**src/rtl/ysyx_22050612_arb_pkg.sv**
```systemverilog
// Shared types and defaults for the IFU/LSU memory-port arbiter.
package ysyx_22050612_arb_pkg;

  localparam int ADDR_W_DEF = 64;
  localparam int DATA_W_DEF = 64;

  typedef enum logic [1:0] {
    ST_IDLE = 2'd0,
    ST_REQ  = 2'd1,
    ST_WAIT = 2'd2
  } arb_state_e;

  typedef enum logic [1:0] {
    OWN_NONE = 2'd0,
    OWN_IFU  = 2'd1,
    OWN_LSU  = 2'd2
  } arb_owner_e;

  function automatic logic [7:0] sat_inc(input logic [7:0] v, input logic [7:0] lim);
    return (v >= lim) ? lim : v + 8'd1;
  endfunction

endpackage

```
**src/rtl/ysyx_22050612_arb_prio.sv**
```systemverilog
// LSU-first grant select with a saturating starvation counter that forces the IFU through.
module ysyx_22050612_arb_prio
  import ysyx_22050612_arb_pkg::*;
#(
  parameter int STARVE_LIMIT = 4
) (
  input  logic clk,
  input  logic rst_n,
  input  logic if_valid_i,
  input  logic ls_valid_i,
  input  logic fire_i,
  output logic grant_if_o,
  output logic grant_ls_o
);

  localparam logic [7:0] LIMIT = 8'(STARVE_LIMIT);

  logic [7:0] starve_cnt_q, starve_cnt_d;
  logic       if_forced;

  assign if_forced  = if_valid_i && (starve_cnt_q == LIMIT);
  assign grant_ls_o = ls_valid_i && !if_forced;
  assign grant_if_o = if_valid_i && !grant_ls_o;

  // Only contested LSU wins count towards starvation.
  always_comb begin
    starve_cnt_d = starve_cnt_q;
    if (fire_i) begin
      if (grant_if_o) begin
        starve_cnt_d = 8'd0;
      end else if (grant_ls_o && if_valid_i) begin
        starve_cnt_d = sat_inc(starve_cnt_q, LIMIT);
      end
    end
  end

  always_ff @(posedge clk) begin
    if (!rst_n) begin
      starve_cnt_q <= 8'd0;
    end else begin
      starve_cnt_q <= starve_cnt_d;
    end
  end

endmodule

```
**src/rtl/ysyx_22050612_mem_arbiter.sv**
```systemverilog
// Single-outstanding arbiter sharing one memory port between IFU and LSU.
// Optional perf counters are enabled with ARB_PERF_CNT_EN.
// Handshakes: a request transfers on a rising edge where valid && ready are both 1;
// requesters hold valid and fields until then. Responses are single-cycle pulses.
module ysyx_22050612_mem_arbiter
  import ysyx_22050612_arb_pkg::*;
#(
  parameter int ADDR_W       = ADDR_W_DEF,
  parameter int DATA_W       = DATA_W_DEF,
  parameter int STARVE_LIMIT = 4
) (
  input  logic                clk,
  input  logic                rst_n,
  input  logic                if_req_valid,
  output logic                if_req_ready,
  input  logic [ADDR_W-1:0]   if_addr,
  output logic                if_resp_valid,
  output logic [DATA_W-1:0]   if_rdata,
  input  logic                ls_req_valid,
  output logic                ls_req_ready,
  input  logic                ls_wen,
  input  logic [ADDR_W-1:0]   ls_addr,
  input  logic [DATA_W-1:0]   ls_wdata,
  input  logic [DATA_W/8-1:0] ls_wmask,
  output logic                ls_resp_valid,
  output logic [DATA_W-1:0]   ls_rdata,
  output logic                mem_req_valid,
  input  logic                mem_req_ready,
  output logic                mem_wen,
  output logic [ADDR_W-1:0]   mem_addr,
  output logic [DATA_W-1:0]   mem_wdata,
  output logic [DATA_W/8-1:0] mem_wmask,
  input  logic                mem_resp_valid,
  input  logic [DATA_W-1:0]   mem_rdata,
  output logic [1:0]          dbg_state_o
`ifdef ARB_PERF_CNT_EN
  ,
  output logic [63:0]         perf_if_grants,
  output logic [63:0]         perf_ls_grants,
  output logic [63:0]         perf_stall_cycles
`endif
);

  localparam int MASK_W = DATA_W / 8;

  arb_state_e        state_q, state_d;
  arb_owner_e        owner_q, owner_d;
  logic              mem_wen_q, mem_wen_d;
  logic [ADDR_W-1:0] mem_addr_q, mem_addr_d;
  logic [DATA_W-1:0] mem_wdata_q, mem_wdata_d;
  logic [MASK_W-1:0] mem_wmask_q, mem_wmask_d;
  logic              if_resp_q, if_resp_d, ls_resp_q, ls_resp_d;
  logic [DATA_W-1:0] if_rdata_q, if_rdata_d, ls_rdata_q, ls_rdata_d;
  logic              grant_if, grant_ls, fire, idle;

  // Readies are gated by rst_n so nothing is accepted during the reset cycle.
  assign idle         = (state_q == ST_IDLE) && rst_n;
  assign if_req_ready = idle && grant_if;
  assign ls_req_ready = idle && grant_ls;
  assign fire         = if_req_ready || ls_req_ready;

  ysyx_22050612_arb_prio #(.STARVE_LIMIT(STARVE_LIMIT)) u_prio (
    .clk        (clk),
    .rst_n      (rst_n),
    .if_valid_i (if_req_valid),
    .ls_valid_i (ls_req_valid),
    .fire_i     (fire),
    .grant_if_o (grant_if),
    .grant_ls_o (grant_ls)
  );

  always_comb begin
    state_d     = state_q;
    owner_d     = owner_q;
    mem_wen_d   = mem_wen_q;
    mem_addr_d  = mem_addr_q;
    mem_wdata_d = mem_wdata_q;
    mem_wmask_d = mem_wmask_q;
    if_resp_d   = 1'b0;
    ls_resp_d   = 1'b0;
    if_rdata_d  = if_rdata_q;
    ls_rdata_d  = ls_rdata_q;
    case (state_q)
      ST_IDLE: begin
        if (ls_req_ready) begin
          mem_wen_d   = ls_wen;
          mem_addr_d  = ls_addr;
          mem_wdata_d = ls_wdata;
          mem_wmask_d = ls_wmask;
          owner_d     = OWN_LSU;
          state_d     = ST_REQ;
        end else if (if_req_ready) begin
          mem_wen_d   = 1'b0;
          mem_addr_d  = if_addr;
          mem_wdata_d = '0;
          mem_wmask_d = '0;
          owner_d     = OWN_IFU;
          state_d     = ST_REQ;
        end
      end
      ST_REQ: begin
        if (mem_req_ready) state_d = ST_WAIT;
      end
      ST_WAIT: begin
        if (mem_resp_valid) begin
          state_d = ST_IDLE;
          owner_d = OWN_NONE;
          if (owner_q == OWN_IFU) begin
            if_resp_d  = 1'b1;
            if_rdata_d = mem_rdata;
          end else if (owner_q == OWN_LSU) begin
            ls_resp_d  = 1'b1;
            ls_rdata_d = mem_wen_q ? '0 : mem_rdata;
          end
        end
      end
      default: state_d = ST_IDLE;
    endcase
  end

  always_ff @(posedge clk) begin
    if (!rst_n) begin
      state_q     <= ST_IDLE;
      owner_q     <= OWN_NONE;
      mem_wen_q   <= 1'b0;
      mem_addr_q  <= '0;
      mem_wdata_q <= '0;
      mem_wmask_q <= '0;
      if_resp_q   <= 1'b0;
      ls_resp_q   <= 1'b0;
      if_rdata_q  <= '0;
      ls_rdata_q  <= '0;
    end else begin
      state_q     <= state_d;
      owner_q     <= owner_d;
      mem_wen_q   <= mem_wen_d;
      mem_addr_q  <= mem_addr_d;
      mem_wdata_q <= mem_wdata_d;
      mem_wmask_q <= mem_wmask_d;
      if_resp_q   <= if_resp_d;
      ls_resp_q   <= ls_resp_d;
      if_rdata_q  <= if_rdata_d;
      ls_rdata_q  <= ls_rdata_d;
    end
  end

  assign mem_req_valid = (state_q == ST_REQ);
  assign mem_wen       = mem_wen_q;
  assign mem_addr      = mem_addr_q;
  assign mem_wdata     = mem_wdata_q;
  assign mem_wmask     = mem_wmask_q;
  assign if_resp_valid = if_resp_q;
  assign ls_resp_valid = ls_resp_q;
  assign if_rdata      = if_rdata_q;
  assign ls_rdata      = ls_rdata_q;
  assign dbg_state_o   = state_q;

`ifdef ARB_PERF_CNT_EN
  logic [63:0] perf_if_q, perf_ls_q, perf_stall_q;
  logic        stall;

  // A cycle counts once even when both requesters are stalled.
  assign stall = (if_req_valid && !if_req_ready) || (ls_req_valid && !ls_req_ready);

  always_ff @(posedge clk) begin
    if (!rst_n) begin
      perf_if_q    <= 64'd0;
      perf_ls_q    <= 64'd0;
      perf_stall_q <= 64'd0;
    end else begin
      if (if_req_ready) perf_if_q <= perf_if_q + 64'd1;
      if (ls_req_ready) perf_ls_q <= perf_ls_q + 64'd1;
      if (stall)        perf_stall_q <= perf_stall_q + 64'd1;
    end
  end

  assign perf_if_grants    = perf_if_q;
  assign perf_ls_grants    = perf_ls_q;
  assign perf_stall_cycles = perf_stall_q;
`endif

endmodule

```
**config.mk**
```make
export PLATFORM = sky130hd
export DESIGN_NAME = ysyx_22050612_mem_arbiter
export DESIGN_NICKNAME = d
export VERILOG_FILES = /design/src/rtl/ysyx_22050612_arb_pkg.sv /design/src/rtl/ysyx_22050612_arb_prio.sv /design/src/rtl/ysyx_22050612_mem_arbiter.sv
export SDC_FILE = /design/constraint.sdc
export NUM_CORES = 1
export LEC_CHECK = 0
export ABC_AREA = 0
export CAP_MARGIN = 20
export CORE_AREA = 8 8 205 207
export CTS_CLUSTER_SIZE = 30
export DETAILED_ROUTE_END_ITERATION = 16
export DIE_AREA = 0 0 213 215
export HOLD_SLACK_MARGIN = 0.05
export PLACE_DENSITY = 0.61
export RECOVER_POWER = 100
export SLEW_MARGIN = 20
export SYNTH_ARGS = -nofsm -noshare
export SYNTH_HDL_FRONTEND = slang
export SYNTH_SLANG_ARGS = --single-unit
```
**constraint.sdc**
```tcl
create_clock -name clk -period 2.8 [get_ports clk]
set_clock_uncertainty 0.1 [all_clocks]
set_input_delay 0.56 -clock clk [delete_from_list [all_inputs] [get_ports clk]]
set_output_delay 0.56 -clock clk [all_outputs]
set_load 0.1 [all_outputs]
```
==> flow_summary_export.csv, run 1 <==
group,metric,value,unit
critical_path,worstSetupPathType,"reg -> out",
yosys,synth_compound_area_share,21.7,%
critical_path,cp-start-kind,"flip-flop",
cts,clockBufferDepth,3,
cells_and_area,area_delta_synth_final,62.4,%
yosys,synth_seq_cells,279,
routing,drt_iter0_drc,569,
cells_and_area,mostFrequentLayoutCell,"nand2_1",
die,start_util,26.2,%
critical_path,critPathMaxStageDelay,0.57,ns
placed_design,gp_congestion,0.859,
yosys,ys_seq_area_share,54.7,%
power_and_ir_drop,total_power,11000,uW
cells_and_area,drive_gt1_share,21.2,%
placed_design,dpl_cell_area,15500,sq um
timing,slew_headroom,-17.5,%
timing,drv_slew,157,
routing,drc,0,
placed_design,dpl.cell_count,2162,
timing,fin_tns_setup,0,ns
status,violations,"max-capacitance violations, max-slew violations",
status,outcome,"finished, violations left",
cells_and_area,final_area,16600,sq um
cells_and_area,nets,1950,
yosys,synth_top_family_by_area,"compound AO/OA/AOI/OAI gates",
placed_design,place.detailed.hpwl,29200,microns
timing,rsz0062_at_grt,"true",
cts,numCtsBuffers,34,
critical_path,crit_path_end_kind,"output pin",
timing,setup_viol,0,
global_route,grt_max_degree,157,
timing,final_hold_viol_count,0,
critical_path,crit_chain,"or4_4 -> o31ai_4 -> clkinv_4 -> buf_12",
timing,post-route-period-util,97.5,%
cts,clockRootBuffer,"clkbuf_16",
cells_and_area,fin_cells,2225,
yosys,synth_mux_area_share,0,%
cts,cts_max_level,2,
die,core,39000,sq um
power_and_ir_drop,cellLeakagePower,0.00654,uW
timing,period_needed,2.73,ns
timing,tightest_slew,1.76,ns
critical_path,path_max_fanout,3,
timing,fmax,366,MHz
routing,vias_per_cell,4.60,
yosys,yosysUniqueCellTypes,39,
cts,holdBufCountCts,0,
global_route,grt_overflow,0,
routing,dr.pass1.iters,5,
cts,cts_tree,"built",
yosys,syn_nets,1455,
placed_design,portBuffers,542,
die,fp.dieArea,45800,sq um
critical_path,critPathSlowestCell,"or4_4",
min_path,hold_path.class,"reg -> reg",
cts,clk_latency,0.53,ns
yosys,synth_area,10200,sq um
routing,vias,10200,
routing,detail-route-antenna-nets,0,
die,ios,543,
cts,path_clk_slew,0.06,ns
yosys,synth_fa_ha_area_share,0.245,%
cells_and_area,diodes,0,
routing,wl,41000,microns
flow_run,cap_violations,1,
critical_path,required,2.14,ns
global_route,grt_pass1_vias,10000,
global_route,antenna_found_initial,0,
cts,clkSinkCount,279,
yosys,netlist_instances,1182,
critical_path,cp.arrival,2.07,ns
yosys,synthXorXnorAreaFrac,0.257,%
power_and_ir_drop,max-vdd-ir-drop,0.419,mV
yosys,synthSimpleGateAreaFrac,18.1,%
die,die_h,215,microns
yosys,yosysWarnings,0,
power_and_ir_drop,power_density,665,nW/um^2
die,rows,73,
global_route,grt_usage,16.8,%
cells_and_area,layout_common_cells,"nand2_1 (338), buf_4 (282), dfxtp_1 (275)",
routing,wire_per_inst,18.4,microns
global_route,grt_first_pass_wirelength,60700,microns
die,die_w,213,microns
yosys,avgSynthCellArea,8.63,sq um
critical_path,rrSetupSlack,0.38,ns
## worst max-delay path, delay by kind of cell (launching register included)
kind | cells | cell delay, ns
AND/OR/NAND/NOR | 1 | 0.57
flip-flops | 1 | 0.33
AO/OA/AOI/OAI | 1 | 0.32
buffers and inverters | 2 | 0.31
## logic make-up after synthesis
kind of cell,after synthesis
AOI/OAI and AO/OA,341
xor gates and xnor gates,3
adders and majority gates,2
buffers and inverters,113
DFF,279
and+or+nand+nor,444
## per-layer routing
metal | vias up | share of wire [%] | GRT usage [%]
met4 | 0 | 2.5 | 5.94
met5 | - | 0 | 0
met1 | 4746 | 39 | 19.2
li1 | 5047 | - | -
met2 | 387 | 49 | 28.6
met3 | 56 | 9.6 | 5.76
## per-stage QoR
stage / setup WS [ns] / hold WS, ns / util, %
6_report: 0.0689 / 0.358 / 42.5
5_1_grt: -0.0269 / 0.381 / 42.5
4_1_cts: -0.0384 / 0.362 / 42.6
3_5_place_dp: 0.0670 / 0.354 / 39.7
3_3_place_gp: 0.114 / 0.348 / 39.7
2_1_floorplan: 0.0872 / 0.341 / -
## state kept, by name, summed over array words and instances (netlist names)
| register | flops |
|---|---|
| dbg_state_o | 2 |
| if_rdata | 64 |
| if_resp_valid | 1 |
| ls_rdata | 64 |
| ls_resp_valid | 1 |
| mem_addr | 64 |
| mem_wdata | 64 |
| mem_wen | 1 |
| mem_wmask | 8 |
| owner_q | 2 |
| u_prio.starve_cnt_q | 8 |
## what timing repair did
action	4_1_cts	5_1_grt
setup endpoints to repair	2	2
gates resized for setup	5	2
gates cloned	0	0
setup buffers	3	1
pin swaps	2	3
## report_power, final
part	leakage, uW	switching [uW]	internal, uW
Combinational	0.00374	1730	706
Clock	0.000532	1720	2610
Sequential	0.00227	98.0	4150
Total	0.00654	3550	7470
## synthesized netlist by cell type (all sizes together)
| cell type | number | area share [%] |
|---|---|---|
| nor3 | 6 | 0.29 |
| clkbuf | 68 | 2.5 |
| ha | 2 | 0.25 |
| nor4bb | 2 | 0.20 |
| and2 | 2 | 0.12 |
| nor2b | 4 | 0.25 |
| a21oi | 3 | 0.15 |
| o311ai | 1 | 0.086 |
| buf | 38 | 2.2 |
| o21ai | 140 | 6.9 |
| nand4bb | 1 | 0.11 |
| and3b | 1 | 0.086 |
| nand3b | 1 | 0.074 |
| a41oi | 1 | 0.086 |
| a22o | 64 | 5.5 |
| a31oi | 64 | 3.9 |
| nor4b | 1 | 0.086 |
| o31ai | 3 | 0.36 |
| or4 | 1 | 0.11 |
| nor4 | 1 | 0.061 |
| xnor2 | 2 | 0.17 |
| and4bb | 1 | 0.12 |
| a22oi | 1 | 0.074 |
| and3 | 1 | 0.061 |
| inv | 7 | 0.26 |
| nor2 | 6 | 0.22 |
| nand3 | 75 | 3.7 |
| or3 | 2 | 0.12 |
| dfxtp | 279 | 55 |
| xor2 | 1 | 0.086 |
| a21boi | 64 | 4.7 |
| nand2 | 339 | 12 |
## worst paths after layout
kind / cells after the start / start / to
min reg2reg: 2 / mem_wdata[41] / mem_wdata[41]
max: 4 / u_prio.starve_cnt_q[3] / ls_req_ready
max reg2reg: 5 / dbg_state_o[0] / mem_wdata[48]
min: 2 / mem_wdata[41] / mem_wdata[41]
## final cells by class
type	instances	area, sq um
tap	525	657
sequential	279	5590
clock inverter	9	101
inverter	7	35.0
multi-input combinational	790	4170
clock buffer	50	982
fill	3862	22400
timing repair buffer	565	5040
No activity file was read; power rests on OpenSTA's default activity.
==> run 2: changes to the inputs <==
--- a/config.mk
+++ b/config.mk
@@ -6,6 +6,7 @@
 export NUM_CORES = 1
 export LEC_CHECK = 0
 export ABC_AREA = 0
+export ABC_CLOCK_PERIOD_IN_PS = 2800
 export CAP_MARGIN = 20
 export CORE_AREA = 8 8 205 207
 export CTS_CLUSTER_SIZE = 30
@@ -13,7 +14,6 @@
 export DIE_AREA = 0 0 213 215
 export HOLD_SLACK_MARGIN = 0.05
 export PLACE_DENSITY = 0.61
-export RECOVER_POWER = 100
 export SLEW_MARGIN = 20
 export SYNTH_ARGS = -nofsm -noshare
 export SYNTH_HDL_FRONTEND = slang
==> run 2 against run 1 <==
Net effect: the flow now finishes without violations; non-clock buffer count unchanged; worst setup slack got worse by 0.0012 ns; global-route usage did not move; flip-flop and latch count did not move; via count increased by 0.24%; sequential share of layout area shrank 0.074 points; register-to-register slack better by 0.04 ns; largest power group unchanged.
==> flow_summary_export.csv, run 2 (synthesis gave the netlist of run 1 again) <==
group,metric,value,unit
status,outcome,"completed",
flow_run,cap_violations,0,
timing,post-route-period-util,97.6,%
cts,clockRootBuffer,"clkbuf_16",
critical_path,crit_chain,"or4_4 -> o31ai_4 -> nand2_2 -> clkinvlp_4 -> buf_12",
cells_and_area,diodes,0,
timing,whs,0.358,ns
routing,vias,10300,
critical_path,cp-startpoint,"u_prio.starve_cnt_q[3]",
min_path,hold_depth,2,
timing,period_needed,2.73,ns
cells_and_area,layout_common_cells,"nand2_1 (338), buf_4 (283), dfxtp_1 (275)",
cells_and_area,fin_cells,2225,
critical_path,r2r_start,"u_prio.starve_cnt_q[3]",
min_path,hold_start,"mem_wdata[41]",
power_and_ir_drop,cellLeakagePower,0.00656,uW
cts,clk_latency,0.53,ns
routing,vias_per_cell,4.61,
cells_and_area,drive_gt1_share,21.4,%
routing,dr.pass1.iters,5,
cells_and_area,area_delta_synth_final,62.8,%
routing,detail-route-antenna-nets,0,
cts,numCtsBuffers,34,
global_route,grt_overflow,0,
critical_path,crit_path_end_kind,"output pin",
global_route,grt.busiest_layer,"met2",
routing,drt_iter0_drc,542,
placed_design,gp_congestion,0.859,
cts,cts_max_level,2,
cts,cts_tree,"built",
critical_path,path_max_fanout,3,
global_route,grt_max_degree,157,
placed_design,place.detailed.hpwl,29200,microns
power_and_ir_drop,max-vdd-ir-drop,0.420,mV
critical_path,critPathMaxStageDelay,0.57,ns
global_route,grtUsageMet3,5.76,%
timing,final_hold_viol_count,0,
timing,rsz0062_at_grt,"true",
die,core,39000,sq um
timing,setup_viol,0,
placed_design,dpl.cell_count,2162,
global_route,grt_usage,16.8,%
timing,fmax,366,MHz
global_route,antenna_found_initial,0,
cells_and_area,nets,1950,
global_route,grt_util_met2,28.6,%
critical_path,cp.arrival,2.07,ns
cts,path_clk_slew,0.06,ns
die,start_util,26.2,%
die,ios,543,
die,die_w,213,microns
die,die_h,215,microns
timing,drv_slew,0,
global_route,grt_pass1_vias,10000,
power_and_ir_drop,power_density,663,nW/um^2
die,rows,73,
min_path,hold_end,"mem_wdata[41]",
critical_path,rrSetupSlack,0.42,ns
cts,clockBufferDepth,3,
cells_and_area,mostFrequentLayoutCell,"nand2_1",
critical_path,cp-start-kind,"flip-flop",
critical_path,required,2.14,ns
critical_path,ff2ff_path_depth,6,
critical_path,regToRegEndpoint,"mem_addr[22]",
min_path,hold_path.class,"reg -> reg",
timing,tightest_slew,0.798,ns
global_route,grt_first_pass_wirelength,60700,microns
routing,wire_per_inst,18.4,microns
global_route,use_met1,19.2,%
placed_design,portBuffers,542,
critical_path,critPathSlowestCell,"or4_4",
cts,holdBufCountCts,0,
die,fp.dieArea,45800,sq um
critical_path,worstSetupPathType,"reg -> out",
routing,wl,40800,microns
timing,slew_headroom,46.8,%
cts,clkSinkCount,279,
routing,drc,0,
## run 2: worst max-delay path by stage
stage                         to  cells after the start
detailed placement  ls_req_ready                      5
finish              if_req_ready                      5
floorplan           if_req_ready                      5
CTS                 ls_req_ready                      4
global placement    ls_req_ready                      5
global route        if_req_ready                      5
## run 2: metrics by stage
step	TNS, ns	total power, uW	setup slack (ns)	area (sq um)	util (%)
after floorplan	0	5930	0.0872	10200	-
after global placement	0	6760	0.114	15500	39.7
after detailed placement	0	6780	0.0670	15500	39.7
after CTS	-0.0752	11200	-0.0384	16600	42.6
after global routing	-0.0478	11400	-0.0269	16600	42.6
final	0	11000	0.0678	16600	42.6
## run 2: final cells by class
class	instances	area [sq um]
tap	525	657
timing repair buffer	565	5070
sequential	279	5590
clock buffer	50	982
fill	3856	22400
multi-input combinational	790	4180
inverter	7	35.0
clock inverter	9	101
## run 2: worst max-delay path, delay by kind of cell (launching register included)
kind / cells / cell delay, ns
AOI/OAI and AO/OA: 1 / 0.23
buffers and inverters: 2 / 0.28
DFF: 1 / 0.33
and+or+nand+nor: 2 / 0.70
## run 2: timing repair
action / 4_1_cts / 5_1_grt
buffers inserted: 3 / 1
pin swaps: 2 / 3
resized for setup: 5 / 2
endpoints found under the setup margin: 2 / 2
hold endpoints to repair: 0 / 0
## run 2: power breakdown
group	switching, uW	internal (uW)
Sequential	98.3	4150
Clock	1720	2610
Combinational	1740	709
## run 2: per-layer routing
layer / vias to the layer above / wire (microns)
met5: - / 0
met4: 0 / 1040
met3: 56 / 3890
met2: 386 / 19700
met1: 4767 / 16200
li1: 5052 / -
==> run 3: changes to the inputs <==
--- a/config.mk
+++ b/config.mk
@@ -8,13 +8,13 @@
 export ABC_AREA = 0
 export ABC_CLOCK_PERIOD_IN_PS = 2800
 export CAP_MARGIN = 20
-export CORE_AREA = 8 8 205 207
+export CORE_AREA = 2 2 211 213
 export CTS_CLUSTER_SIZE = 30
 export DETAILED_ROUTE_END_ITERATION = 16
 export DIE_AREA = 0 0 213 215
 export HOLD_SLACK_MARGIN = 0.05
-export PLACE_DENSITY = 0.61
-export SLEW_MARGIN = 20
+export PLACE_DENSITY = 0.56
+export SLEW_MARGIN = 30
 export SYNTH_ARGS = -nofsm -noshare
 export SYNTH_HDL_FRONTEND = slang
 export SYNTH_SLANG_ARGS = --single-unit
==> run 3 against run 2 <==
Net effect: combinational power hardly changed; worst setup slack better by 0.043 ns; via count is 0.40% higher; flip-flop and latch count stayed put; sequential power hardly changed; sequential share of layout area is 0.33 points lower; largest cell class unchanged; largest power group unchanged.
==> flow_summary_export.csv, run 3 (synthesis gave the netlist of run 1 again) <==
group,metric,value,unit
status,outcome,"completed",
power_and_ir_drop,cellLeakagePower,0.00658,uW
die,start_util,23.4,%
timing,drv_slew,0,
cts,clk_latency,0.53,ns
global_route,grt_max_degree,129,
timing,final_hold_viol_count,0,
routing,drt_iter0_drc,485,
flow_run,cap_violations,0,
cts,path_clk_slew,0.06,ns
critical_path,critPathMaxStageDelay,0.57,ns
power_and_ir_drop,p_comb_share,22.2,%
die,rows,77,
critical_path,path_max_fanout,4,
cells_and_area,mostFrequentLayoutCell,"nand2_1",
die,ios,543,
cts,numCtsBuffers,35,
cells_and_area,drive_gt1_share,21.3,%
critical_path,crit_path_end_kind,"output pin",
cts,cts_tree,"built",
cells_and_area,area_delta_synth_final,64.3,%
routing,vias,10300,
cells_and_area,fin_cells,2297,
placed_design,gp_congestion,0.830,
global_route,grt_overflow,0,
die,fp.dieArea,45800,sq um
power_and_ir_drop,power_density,656,nW/um^2
cts,clkSinkCount,279,
cells_and_area,layout_common_cells,"nand2_1 (338), buf_4 (281), dfxtp_1 (278)",
cells_and_area,nets,1953,
cts,cts_max_level,2,
global_route,grt_pass1_vias,10100,
global_route,grt_first_pass_wirelength,57600,microns
cts,clockRootBuffer,"clkbuf_16",
power_and_ir_drop,max-vdd-ir-drop,0.459,mV
placed_design,portBuffers,542,
cells_and_area,utilization,38.4,%
critical_path,cp.arrival,2.03,ns
routing,wire_per_inst,16.7,microns
critical_path,required,2.14,ns
power_and_ir_drop,p_int,7410,uW
critical_path,worstSetupPathType,"reg -> out",
routing,detail-route-antenna-nets,0,
routing,drc,0,
routing,vias_per_cell,4.48,
power_and_ir_drop,swShare,32.6,%
global_route,antenna_found_initial,1,
critical_path,critPathSlowestCell,"or4_4",
timing,whs,0.239,ns
timing,setup_viol,0,
die,die_w,213,microns
timing,slew_headroom,56.3,%
timing,period_needed,2.69,ns
critical_path,crit_chain,"or4_4 -> o31ai_4 -> nand2_2 -> clkinvlp_4 -> buf_12",
die,die_h,215,microns
power_and_ir_drop,p_sw,3590,uW
timing,rsz0062_at_grt,"false",
die,core,43600,sq um
timing,post-route-period-util,96.0,%
routing,dr.pass1.iters,4,
placed_design,dpl.cell_count,2234,
global_route,grt_usage,16.0,%
min_path,hold_path.class,"in -> reg",
cells_and_area,nFillCells,4444,
timing,fmax,372,MHz
power_and_ir_drop,clkPwrFrac,39.2,%
placed_design,place.detailed.hpwl,27200,microns
cts,clockBufferDepth,3,
timing,tightest_slew,0.656,ns
critical_path,cp-start-kind,"flip-flop",
power_and_ir_drop,total_power,11000,uW
routing,wl,38300,microns
cts,holdBufCountCts,0,
power_and_ir_drop,power_frac_seq,38.6,%
timing,fin_tns_setup,0,ns
run 3: cell types whose count changed in the layout (fill, tap and decap cells not counted), moves of 2 or more:
cell,previous run,this run
diode_2,0,2
dfxtp_1,275,278
buf_16,0,2
dfxtp_2,4,1
clkinv_2,5,3
buf_4,283,281
run 3: worst paths after layout:
path	startpoint	to	slack [ns]	cells after the start
setup / recovery	u_prio.starve_cnt_q[3]	if_req_ready	0.11	5
hold / removal	rst_n	dbg_state_o[1]	0.24	2
setup reg to reg	u_prio.starve_cnt_q[3]	mem_addr[19]	0.56	6
hold reg to reg	mem_wdata[40]	mem_wdata[40]	0.36	2
run 3: area by class of cell:
type                       instances  area, sq um  share of cell area [%]
sequential                       279         5590                    33.3
timing repair buffer             567         5140                    30.7
multi-input combinational        790         4180                    24.9
clock buffer                      51          986                    5.88
tap                              592          741                    4.42
clock inverter                     9         97.6                   0.582
inverter                           7         32.5                   0.194
antenna                            2         5.00                  0.0299
run 3: power groups by stage:
stage          sequential (uW)  combinational, uW  clock (uW)
2_1_floorplan             5530                406           0
3_3_place_gp              4320               2440           0
3_5_place_dp              4330               2460           0
4_1_cts                   4250               2460        4480
5_1_grt                   4260               2550        4640
6_report                  4250               2450        4310
run 3: repair_timing:
action                     CTS  global route
setup buffers                1             0
resized for setup            3             1
setup endpoints to repair    2             2
pin swaps                    1             1
gates cloned                 0             0
hold endpoints to repair     0             0
run 3: worst max-delay path, delay by kind of cell, from the launching register on:
| family | cells | cell delay (ns) |
|---|---|---|
| AOI/OAI and AO/OA | 1 | 0.22 |
| DFF | 1 | 0.32 |
| buffers and inverters | 2 | 0.28 |
| and+or+nand+nor | 2 | 0.68 |
run 3: per-layer routing:
metal | vias up | routed length, microns | track usage (%)
met5 | - | 0 | 0
met4 | 0 | 1260 | 6.76
met3 | 72 | 3440 | 5.35
met2 | 388 | 18000 | 26.3
met1 | 4776 | 15600 | 18.9
li1 | 5066 | - | -
run 3: per-stage QoR:
stage | area, sq um | setup slack (ns)
global route | 16800 | 0.0124
detailed placement | 15700 | 0.120
global placement | 15600 | -0.132
floorplan | 10200 | 0.0872
finish | 16800 | 0.111
CTS | 16800 | 0.0196
